`src/rtl/dump_hex_formatter.sv`:
```
// dump_hex_formatter: pulls captured words from the bus snooper one at a time and
// streams each as uppercase ASCII hex followed by CR LF over a valid/ready byte port.
module dump_hex_formatter #(
  parameter int BITWIDTH = 32,
  parameter int DEPTH    = 128
) (
  input  logic                comm_clock,
  input  logic                reset_n,
  input  logic                start,
  output logic                word_req,
  input  logic                word_valid,
  input  logic [BITWIDTH-1:0] word_data,
  input  logic                word_last,
  output logic [7:0]          tx_data,
  output logic                tx_valid,
  input  logic                tx_ready,
  output logic                busy,
  output logic                done
);
  localparam int DIGITS = BITWIDTH / 4;
  localparam int CW     = (DEPTH > 1) ? $clog2(DEPTH) : 1;
  localparam int DW     = (DIGITS > 1) ? $clog2(DIGITS) : 1;
  localparam logic [CW-1:0] COUNT_MAX = CW'(DEPTH - 1);
  localparam logic [DW-1:0] DIGIT_MAX = DW'(DIGITS - 1);

  localparam logic [2:0] S_IDLE   = 3'd0;
  localparam logic [2:0] S_REQ    = 3'd1;
  localparam logic [2:0] S_WAIT   = 3'd2;
  localparam logic [2:0] S_DIGIT  = 3'd3;
  localparam logic [2:0] S_CR     = 3'd4;
  localparam logic [2:0] S_LF     = 3'd5;
  localparam logic [2:0] S_FINISH = 3'd6;

  logic [2:0]          state_r;
  logic [CW-1:0]       word_count_r;
  logic [DW-1:0]       digit_r;
  logic [BITWIDTH-1:0] shift_r;
  logic                last_r;
  logic                word_req_r;
  logic [7:0]          tx_data_r;
  logic                tx_valid_r;
  logic                busy_r;
  logic                done_r;
  logic                xfer_s;

  function automatic logic [7:0] hex_ascii(input logic [3:0] nib);
    if (nib < 4'd10) begin
      hex_ascii = 8'h30 + {4'h0, nib};
    end else begin
      hex_ascii = 8'h37 + {4'h0, nib};
    end
  endfunction

  assign xfer_s   = tx_valid_r && tx_ready;
  assign word_req = word_req_r;
  assign tx_data  = tx_data_r;
  assign tx_valid = tx_valid_r;
  assign busy     = busy_r;
  assign done     = done_r;

  // Dump sequencer; every output is registered so tx_data/tx_valid only move on a transfer.
  always_ff @(posedge comm_clock or negedge reset_n) begin
    if (!reset_n) begin
      state_r      <= S_IDLE;
      word_count_r <= '0;
      digit_r      <= '0;
      shift_r      <= '0;
      last_r       <= 1'b0;
      word_req_r   <= 1'b0;
      tx_data_r    <= 8'h00;
      tx_valid_r   <= 1'b0;
      busy_r       <= 1'b0;
      done_r       <= 1'b0;
    end else begin
      case (state_r)
        S_IDLE: begin
          done_r <= 1'b0;
          if (start) begin
            busy_r       <= 1'b1;
            word_count_r <= '0;
            word_req_r   <= 1'b1;
            state_r      <= S_REQ;
          end
        end
        S_REQ, S_WAIT: begin
          word_req_r <= 1'b0;
          // The shift register holds the nibbles still to be sent, the leading one goes out now.
          if (word_valid) begin
            shift_r    <= word_data << 4;
            last_r     <= word_last || (word_count_r == COUNT_MAX);
            digit_r    <= DIGIT_MAX;
            tx_data_r  <= hex_ascii(word_data[BITWIDTH-1 -: 4]);
            tx_valid_r <= 1'b1;
            state_r    <= S_DIGIT;
          end else begin
            state_r <= S_WAIT;
          end
        end
        S_DIGIT: begin
          if (xfer_s) begin
            if (digit_r == '0) begin
              tx_data_r <= 8'h0D;
              state_r   <= S_CR;
            end else begin
              tx_data_r <= hex_ascii(shift_r[BITWIDTH-1 -: 4]);
              shift_r   <= shift_r << 4;
              digit_r   <= digit_r - DW'(1);
            end
          end
        end
        S_CR: begin
          if (xfer_s) begin
            tx_data_r <= 8'h0A;
            state_r   <= S_LF;
          end
        end
        S_LF: begin
          if (xfer_s) begin
            tx_valid_r <= 1'b0;
            tx_data_r  <= 8'h00;
            if (last_r) begin
              done_r  <= 1'b1;
              busy_r  <= 1'b0;
              state_r <= S_FINISH;
            end else begin
              word_count_r <= word_count_r + CW'(1);
              word_req_r   <= 1'b1;
              state_r      <= S_REQ;
            end
          end
        end
        S_FINISH: begin
          done_r  <= 1'b0;
          state_r <= S_IDLE;
        end
        default: begin
          word_req_r <= 1'b0;
          tx_valid_r <= 1'b0;
          tx_data_r  <= 8'h00;
          busy_r     <= 1'b0;
          done_r     <= 1'b0;
          state_r    <= S_IDLE;
        end
      endcase
    end
  end
endmodule
```
`config.mk`:
```
export PLATFORM = sky130hd
export DESIGN_NAME = dump_hex_formatter
export DESIGN_NICKNAME = d
export VERILOG_FILES = /design/src/rtl/dump_hex_formatter.sv
export SDC_FILE = /design/constraint.sdc
export NUM_CORES = 1
export LEC_CHECK = 0
export BUFFER_PORTS_ARGS = -buffer_cell sky130_fd_sc_hd__buf_2
export CAP_MARGIN = 0
export CORE_AREA = 2 2 81 83
export CTS_CLUSTER_DIAMETER = 30
export DETAILED_ROUTE_END_ITERATION = 6
export DIE_AREA = 0 0 83 85
export GPL_ROUTABILITY_DRIVEN = 0
export PLACE_DENSITY = 0.75
export SLEW_MARGIN = 25
export SYNTH_ARGS = -nofsm -noshare
export SYNTH_HDL_FRONTEND = slang
export SYNTH_SLANG_ARGS = --single-unit
```
`constraint.sdc`:
```
create_clock -name comm_clock -period 1.9 [get_ports comm_clock]
set_clock_uncertainty 0.1 [all_clocks]
set_input_delay 0.19 -clock comm_clock [delete_from_list [all_inputs] [get_ports comm_clock]]
set_output_delay 0.19 -clock comm_clock [all_outputs]
set_load 0.05 [all_outputs]
```
After elaboration in Yosys (flattened, before gate mapping)

Cells that the tools add are included.

Reduce and logical (&&, ||, !) cells: 21
Equality and inequality tests: 16
Bitwise logic cells: 5
Add/subtract/negate cells: 6
$lt $le $gt $ge: 2
Mux-type cells: 41

Operator list:

| cell                  | count |
|---|---|
| $mux W32              | 3 |
| $pmux W32 S2          | 1 |
| $mux W7               | 6 |
| $pmux W8 S5           | 1 |
| $mux W8               | 4 |
| $add A6 B4 Y7 const A | 4 |
| $mux W3               | 9 |
| $ne A2 B2 Y1 const B  | 9 |
| $reduce_and A4 Y1     | 4 |
| $pmux W3 S5           | 1 |
| $pmux W7 S2           | 1 |
| $mux W1               | 10 |
| $reduce_and A5 Y1     | 2 |
| $eq A3 B3 Y1 const B  | 3 |
| $pmux W1 S3           | 3 |
| $lt A4 B4 Y1 const B  | 2 |
| $reduce_or A4 Y1      | 2 |
| $add A7 B1 Y7 const B | 1 |
| $eq A7 B7 Y1 const B  | 1 |
| $eq A3 B2 Y1 const B  | 2 |
| $logic_not A3 Y1      | 2 |
| $pmux W3 S2           | 1 |
| $reduce_and A3 Y1     | 2 |
| $not A1 Y1            | 5 |
| 10 further kinds      | 12 |

Input bits: 38
Logic and storage cells: 101
Output and inout bits: 12
Flip-flop bits (word level): 58

Depth between registers and ports, before layout

Depth in word-level cells: 5
Depth in mapped cells: 7
Gate-level depth less buffers: 6

Worst setup path after synthesis

OpenSTA, ideal clock, no wires.

Kind: register -> register
Start point: register tx_valid_r, in the netlist tx_valid
End point: register tx_data_r[2], in the netlist tx_data[2]
Data arrival time: 1.893 ns
Required time: 1.675 ns
Stages on the path, launching flop included: 6
Period minus slack after synthesis: 2.117 ns
Setup time: 0.125 ns
Buffers on the path: 1
Path slack: -0.217 ns
Cells stage by stage: dfrtp_1 and2_1 clkbuf_1 a221o_1 nand2_1 mux2_2

Cells in the longest elaborated chain, start to end: 3
Elaborated cells on any way between the ends: 5
Those cells by class: eq/ne (3); reduce/logical (2)

RTL lines:

| item                            | RTL line | text |
|---|---|---|
| start: declaration              | 41       | `logic tx_valid_r;` |
| start signal: assignment        | 71       | `tx_valid_r <= 1'b0;` |
| start signal: assignment        | 93       | `tx_valid_r <= 1'b1;` |
| start signal: assignment        | 119      | `tx_valid_r <= 1'b0;` |
| $logic_and A1 B1 Y1 (*)         | 54       | `assign xfer_s = tx_valid_r && tx_ready;` |
| $ne A2 B2 Y1 (no line)          | --       |  |
| $reduce_and A5 Y1 (no line) (*) | --       |  |
| end signal: assignment          | 92       | `tx_data_r <= hex_ascii(word_data[BITWIDTH-1 -: 4]);` |
| end signal: assignment          | 105      | `tx_data_r <= hex_ascii(shift_r[BITWIDTH-1 -: 4]);` |
| end: declaration                | 40       | `logic [7:0] tx_data_r;` |

Every way passes the cells marked *; elsewhere a longest branch is shown, timed or not.
A chain may end at the register's enable or synchronous reset.

Worst setup path after layout

Start point: register digit_r[0]
End point: register shift_r[24]

Cells in the longest elaborated chain, start to end: 3

RTL lines:

| item                        | RTL line | text |
|---|---|---|
| start: declaration          | 36       | `logic [DW-1:0] digit_r;` |
| start signal: assignment    | 107      | `digit_r <= digit_r - DW'(1);` |
| $logic_not A3 Y1            | 101      | `if (digit_r == '0) begin` |
| $ne A2 B2 Y1 (no line)      | --       |  |
| $reduce_and A4 Y1 (no line) | --       |  |
| end signal: assignment      | 89       | `shift_r <= word_data << 4;` |
| end signal: assignment      | 106      | `shift_r <= shift_r << 4;` |
| end: declaration            | 37       | `logic [BITWIDTH-1:0] shift_r;` |

Every way passes these cells.

==> impl_metrics.tcl <==
set metrics [dict create \
    dieHeight_um 85 \
    groute.usage.overall_pct 21.8 \
    seqPwrFrac_pct 59.4 \
    count_of_flip_flops_with_a_built_in_enable_after_synthesis 0 \
    clkPwrFrac_pct 33.2 \
    crit_arrival_ns 1.97 \
    fraction_of_synthesis_flops_using_an_asynchronous_set_or_reset_pin_pct 100 \
    status "finished, final reports clean" \
    worst_setup_hold_path_clk_slew_ns 0.10 \
    htreeDepth 2 \
    io_pins 50 \
    post_synth_main_area_contributors "dfrtp_1 43%, mux2_2 9.1%, nand2_1 8.6%" \
    worst_hold_class "in -> reg" \
    numCtsBuffers 5 \
    switching_share_pct 24.4 \
    clk-insertion-delay-late_ns 0.32 \
    final_hold_viol_count 0 \
    wl_per_cell_um 15.6 \
    synth.lib_cells_used.distinct 55 \
    fin_crit_sh_pct 98.3 \
    layout_min_cycle_time_ns 1.87 \
    slew_headroom_pct 64.0 \
    filler_cell_count 529 \
    power_report.internal_total_w 0.00146 \
    finalInstanceArea_sq_mm 0.00386 \
    syn-num-nets 376 \
    detailedRoute.firstPassIterationCount 4 \
    final_layout_size_suffix_gt1_share_pct 33.0 \
    placement_rows 29 \
    setup_tns_ns 0 \
    crit_chain "inv_1 -> ha_4 -> nor2b_4 -> nor2_4 -> o22ai_4 -> buf_6 -> clkbuf_16 -> mux2_2" \
    final_critical_path_setup_slack_ns 0.0317 \
    power.switching_w 0.000471 \
    postRouteAntennaNets 0 \
    synthesis.area_per_instance_sq_um 9.29 \
    fmax_ghz 0.535 \
    power_density_mw_per_mm2 501 \
    synth.yosys.seq_area_share_pct 43.0 \
    power.ir.vdd_worst_uv 314 \
    ys_ff_latch 53 \
    design.die.area_sq_mm 0.00706 \
    crit_path_top_delay_cell "dfrtp_1" \
    detailed_place.area_sq_mm 0.00357 \
    cap_viol_max_count 0 \
    slew_viol_final 0 \
    setup.worst_path.end_class "flop" \
    drc 0 \
    static-leakage-power_nw 2.01 \
    total_overflow_reported_by_the_global_router 0 \
    syn_area_sq_mm 0.00309 \
    place_hpwl_um 5060 \
    first_global_vias 2673 \
    worst_path_largest_cell_delay_ns 0.37 \
    grt_antenna_before_repair 0 \
    core_sq_mm 0.00620 \
    tritoncts_num_sinks 53 \
    largest_net_degree_at_the_start_of_global_routing 54 \
    chipWidth_um 83 \
    synthToLayoutAreaGrowth_pct 25.1 \
    cp_required_ns 2.00 \
    final_net_count 449 \
    routed_wirelength_um 7560 \
    worst-slew-pin-transition_ns 0.535 \
    synthDominantCellAreaShare_pct 43.0 \
    synthFlopType "dfrtp_1" \
    drt-initial-drc-count 195 \
    tritoncts_clock_tree "yes" \
    clock_path_buffers 2 \
    yosys_warnings 0 \
    via_count 2755 \
    critical_path_class "reg -> reg" \
    insertedDiodeCount 0 \
    clock-root-buffer "clkbuf_8" \
    effective_utilization_at_floorplan_pct 49.7 \
    critPathMaxFanout 7 \
    synthesis.instances 332 \
    buffer_ports.inserted 48 \
    ratio_of_routed_vias_to_standard_cells 5.70 \
    startpoint_type_of_the_worst_setup_path "flop" \
    grt_first_pass_wirelength_um 12700 \
    pwr-share-comb_pct 7.4 \
    yosys.area.top_type "dfrtp_1" \
    pre_cts_slack_ns -0.114 \
    setup-violations-final 0 \
]
==> through the flow <==
| stage | hold WS (ns) | cells | util, % | total power (W) |
|---|---|---|---|---|
| 2_1_floorplan | -0.206 | 332 | - | 0.00122 |
| 3_3_place_gp | 0.107 | 465 | 57.6 | 0.00130 |
| 3_5_place_dp | 0.108 | 465 | 57.6 | 0.00131 |
| 4_1_cts | 0.00232 | 479 | 60.3 | 0.00194 |
| 5_1_grt | 0.0103 | 483 | 62.2 | 0.00201 |
| 6_report | 0.00260 | 483 | 62.2 | 0.00193 |
==> layout make-up <==
| cell class | instances | area [sq um] | share of cell area (%) |
|---|---|---|---|
| clock buffers | 6 | 72.6 | 1.88 |
| flip-flops and latches | 53 | 1330 | 34.5 |
| repair buffers | 87 | 632 | 16.4 |
| multi-input cells | 245 | 1670 | 43.3 |
| clock inverters | 2 | 10.0 | 0.259 |
| well taps | 77 | 96.3 | 2.50 |
| inverters | 13 | 48.8 | 1.26 |
==> synthesized netlist by cell type, drive strengths merged, types with 3 or more instances <==
cell / instances
mux2: 25
buf: 13
o31ai: 8
a22oi: 3
a31oi: 5
o21ai: 12
o32ai: 3
dfrtp: 53
inv: 13
xnor2: 3
or4: 3
nor3: 4
nand2: 71
a22o: 5
mux2i: 9
nor2b: 7
o22ai: 6
nand3: 4
ha: 6
nand2b: 4
nor2: 10
clkbuf: 8
a21boi: 5
a21oi: 19
a221o: 3
==> cells in the final DEF (no fill, tap or decap), drive strengths merged, types with 5 or more instances in the layout <==
master,count
mux2i,9
o31ai,8
nor2b,7
nor2,10
mux2,25
o21ai,12
a21boi,5
a21oi,19
buf,82
o22ai,6
ha,6
clkbuf,8
a31oi,5
dfrtp,53
a22o,5
inv,13
nand2,71
==> registers in the layout, summed over array words and instances, names as in the netlist <==
register	count
shift_r	28
tx_data	7
word_count_r	7
digit_r	3
state_r	3
busy	1
done	1
last_r	1
tx_valid	1
word_req	1
==> final timing paths <==
path,start,cells past startpoint,slack [ns],end
max,digit_r[0],8,0.03,shift_r[24]
min,word_data[2],2,0.003,shift_r[6]
max reg2reg,digit_r[0],8,0.03,shift_r[24]
min reg2reg,word_count_r[6],1,0.40,word_count_r[6]
max in group asynchronous,reset_n,3,1.16,state_r[1]
min in group asynchronous,reset_n,3,0.28,tx_valid
==> worst max-delay path: cells and delay by family (launching register included) <==
kind / cells / cell delay [ns]
buf+inv: 3 / 0.41
flops: 1 / 0.37
mux: 1 / 0.33
simple gates: 2 / 0.25
compound gates: 1 / 0.16
fa+ha+maj: 1 / 0.15
==> kinds of logic (layout without fill, tap and decap cells) <==
kind of cell / count (synthesis) / in the layout / synth area share, %
simple gates: 118 / 118 / 18.1
flops: 53 / 53 / 43.0
xor+xnor: 3 / 3 / 0.852
other cells: 1 / 1 / 0.122
fa+ha+maj: 6 / 6 / 2.43
compound gates: 83 / 83 / 18.5
mux: 34 / 34 / 12.0
buf+inv: 34 / 108 / 4.91
==> repair_timing <==
item                                    CTS  global route
endpoints found under the setup margin   22            32
gates resized for setup                   3            18
pin swaps                                 1             2
gates cloned                              1             2
hold buffers                              3             0
endpoints found under the hold margin    55             0
buffers inserted                          2             2
==> metal layers <==
layer | part of all wire [%] | up-vias | track usage, %
met5 | 0 | - | 0
met4 | 1.0 | 0 | 5.81
met3 | 4.9 | 7 | 4.09
met2 | 49 | 82 | 36.0
met1 | 45 | 1322 | 29.8
li1 | - | 1344 | -
==> power by group through the flow <==
stage / logic [W] / clock network [W] / registers (W)
2_1_floorplan: 0.0000548 / 0 / 0.00117
3_3_place_gp: 0.000136 / 0 / 0.00117
3_5_place_dp: 0.000139 / 0 / 0.00117
4_1_cts: 0.000145 / 0.000652 / 0.00115
5_1_grt: 0.000166 / 0.000692 / 0.00115
6_report: 0.000143 / 0.000641 / 0.00115
Note: power is estimated with default switching activity, not from simulation.
